`src/rtl/hazard_ctrl.sv`:
```
// rtl/hazard_ctrl.sv - pipeline hazard control: load-use/MDU stalls, branch flush, perf counters
module hazard_ctrl #(
    parameter int MDU_LAT = 32,
    parameter int CNT_W   = 16
) (
    input  logic             clk,
    input  logic             rst_n,
    input  logic [4:0]       rs_ID,
    input  logic [4:0]       rt_ID,
    input  logic             use_rs_ID,
    input  logic             use_rt_ID,
    input  logic             hilo_rd_ID,
    input  logic [4:0]       RW_EX,
    input  logic             MemRead_EX,
    input  logic             branch_taken_EX,
    input  logic             mdu_start_EX,
    input  logic             perf_clr,
    output logic             PC_Write,
    output logic             IF_ID_Write,
    output logic             IF_ID_Flush,
    output logic             ID_EX_Flush,
    output logic             mdu_busy,
    output logic             mdu_done,
    output logic [1:0]       ctrl_state,
    output logic [CNT_W-1:0] stall_cnt,
    output logic [CNT_W-1:0] flush_cnt
);

    typedef enum logic [1:0] {
        RUN       = 2'd0,
        STALL_LU  = 2'd1,
        STALL_MDU = 2'd2,
        FLUSH     = 2'd3
    } state_t;

    localparam logic [7:0] LAT = 8'(MDU_LAT);

    state_t           state_q, state_d;
    logic [7:0]       mdu_cnt_q, mdu_cnt_d;
    logic [CNT_W-1:0] stall_cnt_q, stall_cnt_d;
    logic [CNT_W-1:0] flush_cnt_q, flush_cnt_d;

    logic load_use;
    logic mdu_hz;
    logic stall;

    assign load_use = MemRead_EX && (RW_EX != 5'd0) &&
                      ((use_rs_ID && (RW_EX == rs_ID)) ||
                       (use_rt_ID && (RW_EX == rt_ID)));

    assign mdu_busy = (mdu_cnt_q != 8'd0);

    // Gating with rst_n keeps a reset cycle free of MDU stalls and of a stray done strobe.
    assign mdu_hz   = hilo_rd_ID && mdu_busy && rst_n;
    assign mdu_done = (mdu_cnt_q == 8'd1) && !mdu_start_EX && rst_n;

    assign stall    = !branch_taken_EX && (load_use || mdu_hz);

    always_comb begin
        PC_Write    = 1'b1;
        IF_ID_Write = 1'b1;
        IF_ID_Flush = 1'b0;
        ID_EX_Flush = 1'b0;
        if (branch_taken_EX) begin
            IF_ID_Flush = 1'b1;
            ID_EX_Flush = 1'b1;
        end else if (load_use || mdu_hz) begin
            PC_Write    = 1'b0;
            IF_ID_Write = 1'b0;
            ID_EX_Flush = 1'b1;
        end
    end

    always_comb begin
        state_d = RUN;
        if (branch_taken_EX) begin
            state_d = FLUSH;
        end else if (mdu_hz) begin
            state_d = STALL_MDU;
        end else if (load_use) begin
            state_d = STALL_LU;
        end
    end

    // A start while busy restarts the full latency.
    always_comb begin
        mdu_cnt_d = mdu_cnt_q;
        if (mdu_start_EX) begin
            mdu_cnt_d = LAT;
        end else if (mdu_cnt_q != 8'd0) begin
            mdu_cnt_d = mdu_cnt_q - 8'd1;
        end
    end

    always_comb begin
        stall_cnt_d = stall_cnt_q;
        flush_cnt_d = flush_cnt_q;
        if (perf_clr) begin
            stall_cnt_d = '0;
            flush_cnt_d = '0;
        end else begin
            if (stall && (stall_cnt_q != '1)) begin
                stall_cnt_d = stall_cnt_q + 1'b1;
            end
            if (branch_taken_EX && (flush_cnt_q != '1)) begin
                flush_cnt_d = flush_cnt_q + 1'b1;
            end
        end
    end

    always_ff @(posedge clk) begin
        if (!rst_n) begin
            state_q     <= RUN;
            mdu_cnt_q   <= 8'd0;
            stall_cnt_q <= '0;
            flush_cnt_q <= '0;
        end else begin
            state_q     <= state_d;
            mdu_cnt_q   <= mdu_cnt_d;
            stall_cnt_q <= stall_cnt_d;
            flush_cnt_q <= flush_cnt_d;
        end
    end

    assign ctrl_state = state_q;
    assign stall_cnt  = stall_cnt_q;
    assign flush_cnt  = flush_cnt_q;

endmodule

```
`config.mk`:
```
export PLATFORM = sky130hd
export DESIGN_NAME = hazard_ctrl
export DESIGN_NICKNAME = d
export VERILOG_FILES = /design/src/rtl/hazard_ctrl.sv
export SDC_FILE = /design/constraint.sdc
export NUM_CORES = 1
export LEC_CHECK = 0
export BUFFER_PORTS_ARGS = -buffer_cell sky130_fd_sc_hd__buf_4
export CAP_MARGIN = 20
export CELL_PAD_IN_SITES_DETAIL_PLACEMENT = 1
export CELL_PAD_IN_SITES_GLOBAL_PLACEMENT = 2
export CORE_MARGIN = 5
export CORE_UTILIZATION = 32
export CTS_CLUSTER_DIAMETER = 100
export DETAILED_ROUTE_END_ITERATION = 6
export PLACE_DENSITY = 0.88
export SYNTH_ARGS = -nofsm -noshare
export SYNTH_HDL_FRONTEND = slang
export SYNTH_SLANG_ARGS = --single-unit
```
`constraint.sdc`:
```
create_clock -name clk -period 4.4 [get_ports clk]
set_clock_uncertainty 0.15 [all_clocks]
set_input_delay 0.88 -clock clk [delete_from_list [all_inputs] [get_ports clk]]
set_output_delay 0.88 -clock clk [all_outputs]
set_load 0.02 [all_outputs]
```
==> results of run 1 <==
==> registers in the layout, indices dropped and copies added, names as in the netlist <==
name / cells
flush_cnt: 16
ctrl_state: 2
mdu_cnt_q: 8
stall_cnt: 16
==> cells by family (layout without fill, tap and decap cells) <==
group / after synthesis / after routing / synth area share (%)
AO/OA/AOI/OAI: 40 / 40 / 12.44
XOR/XNOR: 31 / 31 / 12.16
adder cells (fa/ha/maj): 5 / 5 / 2.801
buffers and inverters: 19 / 79 / 4.705
flip-flops: 42 / 42 / 37.65
multiplexers: 1 / 1 / 0.4482
AND/OR/NAND/NOR: 121 / 121 / 29.81
==> placed cells by master (no fill, tap or decap), drive strengths merged, types with 2 or more instances in the layout <==
cell type,n
nand2,16
dfxtp,42
nand4,15
nor4,2
or3,3
clkinv,2
or4,12
buf,64
xnor2,20
clkbuf,6
a21oi,17
nor2,30
nor2b,5
ha,5
and3,6
nand3,16
inv,7
xor2,11
and4,3
o21ai,5
nand2b,3
o31ai,11
nor3,7
==> cell type report <==
class	count	area (um2)	area share, %
tap	96	120.1	4.223
timing repair buffer	64	480.5	16.89
inverter	7	28.78	1.012
multi-input combinational	198	1287	45.27
clock inverter	2	13.76	0.4839
sequential	42	840.8	29.56
clock buffer	6	72.57	2.552
==> worst max-delay path by stage <==
stage	startpoint	endpoint	cells past startpoint
floorplan	RW_EX[1]	PC_Write	8
global placement	RW_EX[1]	IF_ID_Write	7
detailed placement	RW_EX[1]	PC_Write	7
CTS	RW_EX[1]	PC_Write	7
global route	RW_EX[1]	PC_Write	7
finish	RW_EX[1]	PC_Write	7
==> metrics by stage <==
| stage | std cells | total power, mW | utilization (%) | setup WS [ns] | cell area [um2] |
|---|---|---|---|---|---|
| finish | 415 | 1.074 | 41.86 | 0.9693 | 2844 |
| global route | 415 | 1.149 | 41.86 | 0.8532 | 2844 |
| CTS | 415 | 1.094 | 41.86 | 0.9551 | 2844 |
| detailed placement | 407 | 0.8338 | 40.59 | 0.9548 | 2758 |
| global placement | 407 | 0.8302 | 40.59 | 0.9811 | 2758 |
| floorplan | 259 | 0.7472 | - | 1.130 | 2233 |
==> metal layers <==
metal	global-route usage [%]	wire length [um]
met1	16.89	2543
met2	22.69	2645
met3	3.620	284
met4	3.971	74
met5	0	0
==> worst max-delay path, cell delays in order <==
cell,delay [ns]
buf_4,0.12
or4_1,0.53
o21ai_1,0.19
nor2_1,0.09
o2bb2ai_4,0.16
inv_4,0.22
buf_4,0.20
==> where the power goes <==
part	switching [mW]	internal, mW
combinational	0.202	0.167
clock	0.141	0.112
sequential	0.0378	0.414
total	0.381	0.693
==> flow_summary.yaml, run 1 <==
yosys:
  synth_area_leader_cell: "dfxtp_1"
  yosysMostFrequentCell: "dfxtp_1"
  async_flop_share_pct: 0
  synth_area_leaders: "dfxtp_1, xnor2_1, nor2_1"
  synth-edff-count: 0
  ys_ff_latch: 42
  ys_types: 39
  synth_area_um2: 2233
  ys_warn_count: 0
  synth_ff_type: "dfxtp_1"
  yosysSeqAreaShare_pct: 37.65
  yosysTopAreaCellShare_pct: 37.65
  syn_area_per_cell_um2: 8.623
  synth_common_cells: "dfxtp_1, nor2_1, xnor2_1"
  syn_nets: 288
  postSynthCellCount: 259
finish:
  finalNetCount: 347
  nFillCells: 815
  antenna_cells: 0
  area_growth_pct: 27.34
  layout-drive-gt1-share_pct: 24.14
place:
  gp_congestion: 0.7076
  dpl.hpwl_mm: 4.247
  numPortBuffers: 63
setup_path:
  arrival_ns: 2.40
  cp-start-kind: "primary input"
  worstReg2RegStart: "mdu_cnt_q[0]"
  path_class: "primary input to output port"
  cp_max_fo: 31
  cp.required_ns: 3.37
  ff2ff_path_depth: 8
  cp-end-kind: "output port"
  r2r_slack_ns: 2.13
  r2r_end: "stall_cnt[12]"
cts:
  cts_setup_buffers: 0
  cts.sinks: 42
  cts_buffer_depth: 2
  clkSlewWorstSetupHoldPaths_ns: 0.09
  cts_root_buf: "clkbuf_8"
  htree_levels: 2
  numCtsBuffers: 5
  ctsResizeCount: 0
  clk_latency_ns: 0.30
  ctsHoldBuffers: 0
  cts_tree: "yes"
floorplan:
  initial_core_util_pct: 32.87
  chipHeight_um: 93.54
  die_w_um: 93.54
  num_rows: 30
  ios: 64
  core_area_um2: 6794
  die-area_um2: 8750
timing:
  fin_tns_setup_ns: 0
  tightest_slew_ns: 0.5733
  hold_viol: 0
  grt_setup_unrepaired: "false"
  fin_crit_sh_pct: 77.97
  setup_viol: 0
  relSlewSlack_pct: 61.78
  finalMaxSlewViolations: 0
  fmax_mhz: 291.5
  whs_ns: 0.3560
  min_period_ns: 3.431
routing:
  routed_wl_mm: 5.547
  route.detailed.drc: 0
  postRouteAntennaNets: 0
  wl_per_cell_um: 13.37
  drt_first_iter_violations: 83
  vias: 2055
  first_pass_iters: 4
  routed_via_density: 4.952
power_and_ir_drop:
  powerDensity_nw_per_um2: 377.6
  p_leak_nw: 1.071
  vdd_drop_max_mv: 0.1322
global_route:
  grt_pass1_wl_mm: 9.701
  antenna_found_initial: 0
  grt_pass1_vias: 2095
  grt_max_degree: 33
  grt-ovfl-total: 0
  grt_usage_pct: 13.50
hold_path:
  hold_end: "stall_cnt[15]"
  min-delay-start: "stall_cnt[15]"
  hold-path-cell-count: 2
  hold_class: "flop to flop"
run_status:
  status: "finished clean"
job:
  maxCapViolCount: 0
(Power assumes the default switching activity.)
==> inputs of run 2 (changes only) <==
- CORE_UTILIZATION: 32 -> 27
- PLACE_DENSITY: 0.88 -> 0.8
- clock period: 4.4 -> 2.8 ns (I/O delays scaled with it)
==> run 2 against run 1 <==
Sequential share of layout area is 0.44 points lower. Clock power up 64%. Count of clock-buffer cells in the layout is the same. Setup slack worse by 0.86 ns.
==> flow_summary.yaml, run 2 (synthesis results as in run 1) <==
setup_path:
  worstReg2RegStart: "mdu_cnt_q[0]"
  path_delay_family: "simple AND/OR/NAND/NOR gates"
  cpPeakStageDelay_ns: 0.52
  cp_max_fo: 3
  cp-end-kind: "output port"
  path_class: "primary input to output port"
  cp_slowest_cell: "or4_1"
  crit_buf_inv: 2
  worstPathCellList: "buf_4, or4_1, o21ai_1, nor2b_1, or3b_1, buf_4"
  crit_top_cell: "buf_4"
  cp.required_ns: 2.09
  arrival_ns: 1.98
  cp-start-kind: "primary input"
  startpoint: "RW_EX[1]"
finish:
  final_cell_mix: "buf_4, dfxtp_1, nor2_1"
  finalNetCount: 350
  antenna_cells: 0
  nFillCells: 985
  area_growth_pct: 29.24
  final_util_pct: 35.49
  regArea_um2: 840.8
  layout-drive-gt1-share_pct: 25.16
  final_common_cell: "buf_4"
  stdcell_count: 427
  multi_input_area_um2: 1287
timing:
  fin_crit_sh_pct: 96.00
  setup_viol: 0
  fmax_mhz: 372.0
  min_period_ns: 2.688
  finalMaxSlewViolations: 0
  relSlewSlack_pct: 60.44
  fin_tns_setup_ns: 0
  hold_viol: 0
  tightest_slew_ns: 0.5934
  grt_setup_unrepaired: "false"
floorplan:
  die-area_um2: 10190
  die_w_um: 101.0
  core_area_um2: 8134
  initial_core_util_pct: 27.46
  num_rows: 33
  chipHeight_um: 101.0
  ios: 64
power_and_ir_drop:
  p_leak_nw: 1.086
  powerDensity_nw_per_um2: 603.0
  design_power_total_mw: 1.741
  vdd_drop_max_mv: 0.2155
cts:
  cts_tree: "yes"
  htree_levels: 2
  cts_setup_buffers: 0
  clkSlewWorstSetupHoldPaths_ns: 0.08
  cts_root_buf: "clkbuf_8"
  clk_latency_ns: 0.29
  numCtsBuffers: 5
  ctsResizeCount: 0
  cts.sinks: 42
  cts_buffer_depth: 2
  ctsHoldBuffers: 0
job:
  maxCapViolCount: 0
run_status:
  status: "finished clean"
global_route:
  antenna_found_initial: 0
  grt_max_degree: 23
  grt_pass1_wl_mm: 9.908
  grt-ovfl-total: 0
  grt_usage_pct: 11.89
  grt_pass1_vias: 2149
hold_path:
  min-delay-start: "mdu_start_EX"
  hold_class: "primary input to flop"
routing:
  routed_wl_mm: 5.875
  first_pass_iters: 6
  wl_per_cell_um: 13.76
  postRouteAntennaNets: 0
  vias: 2107
  route.detailed.drc: 0
  routed_via_density: 4.934
  drt_first_iter_violations: 32
place:
  dpl.hpwl_mm: 4.522
  place_inst: 419
  gp_congestion: 0.7314
  numPortBuffers: 63
-- run 2: cell count changes in the layout (fill, tap and decap cells not counted) --
| cell | delta |
|---|---|
| clkinv_4 | -1 |
| clkinvlp_4 | +1 |
| clkbuf_8 | +1 |
| clkbuf_1 | -1 |
| buf_4 | +3 |
-- run 2: worst register-to-register path: cells and delay by family, from the launching register on --
kind	cells	cell delay [ns]
simple gates	3	0.69
flops	1	0.43
buf+inv	3	0.38
compound gates	2	0.36
fa+ha+maj	1	0.24
-- run 2: power by group --
group / internal [mW] / switching (mW) / leakage [nW]
clock: 0.198 / 0.216 / 0.0472
combinational: 0.286 / 0.330 / 0.699
sequential: 0.651 / 0.0597 / 0.340
-- run 2: through the flow --
stage	worst slack [ns]	hold slack (ns)	area (um2)
floorplan	0.1699	0.3430	2233
global placement	0.1078	0.3324	2791
detailed placement	0.09752	0.3392	2791
CTS	0.09752	0.3300	2887
global route	0.03001	0.3366	2887
finish	0.1120	0.3448	2887
-- run 2: worst paths after layout --
kind	to	slack, ns	cells after the start
hold / removal	mdu_cnt_q[5]	0.34	2
setup / recovery	ID_EX_Flush	0.11	6
hold reg to reg	stall_cnt[15]	0.35	2
setup reg to reg	stall_cnt[9]	0.49	9
-- run 2: layout make-up --
cell class	instances	area share, %
clock inverter	2	0.4335
sequential	42	29.13
inverter	7	0.9970
tap	105	4.551
clock buffer	6	2.861
multi-input combinational	198	44.60
timing repair buffer	67	17.43
-- run 2: routing by layer --
layer / GRT usage [%] / share of wire, % / up-vias
met5: 0 / 0 / -
met4: 4.090 / 1.1 / 0
met3: 3.322 / 5.5 / 5
met2: 19.80 / 47 / 50
met1: 14.70 / 47 / 998
li1: - / - / 1054
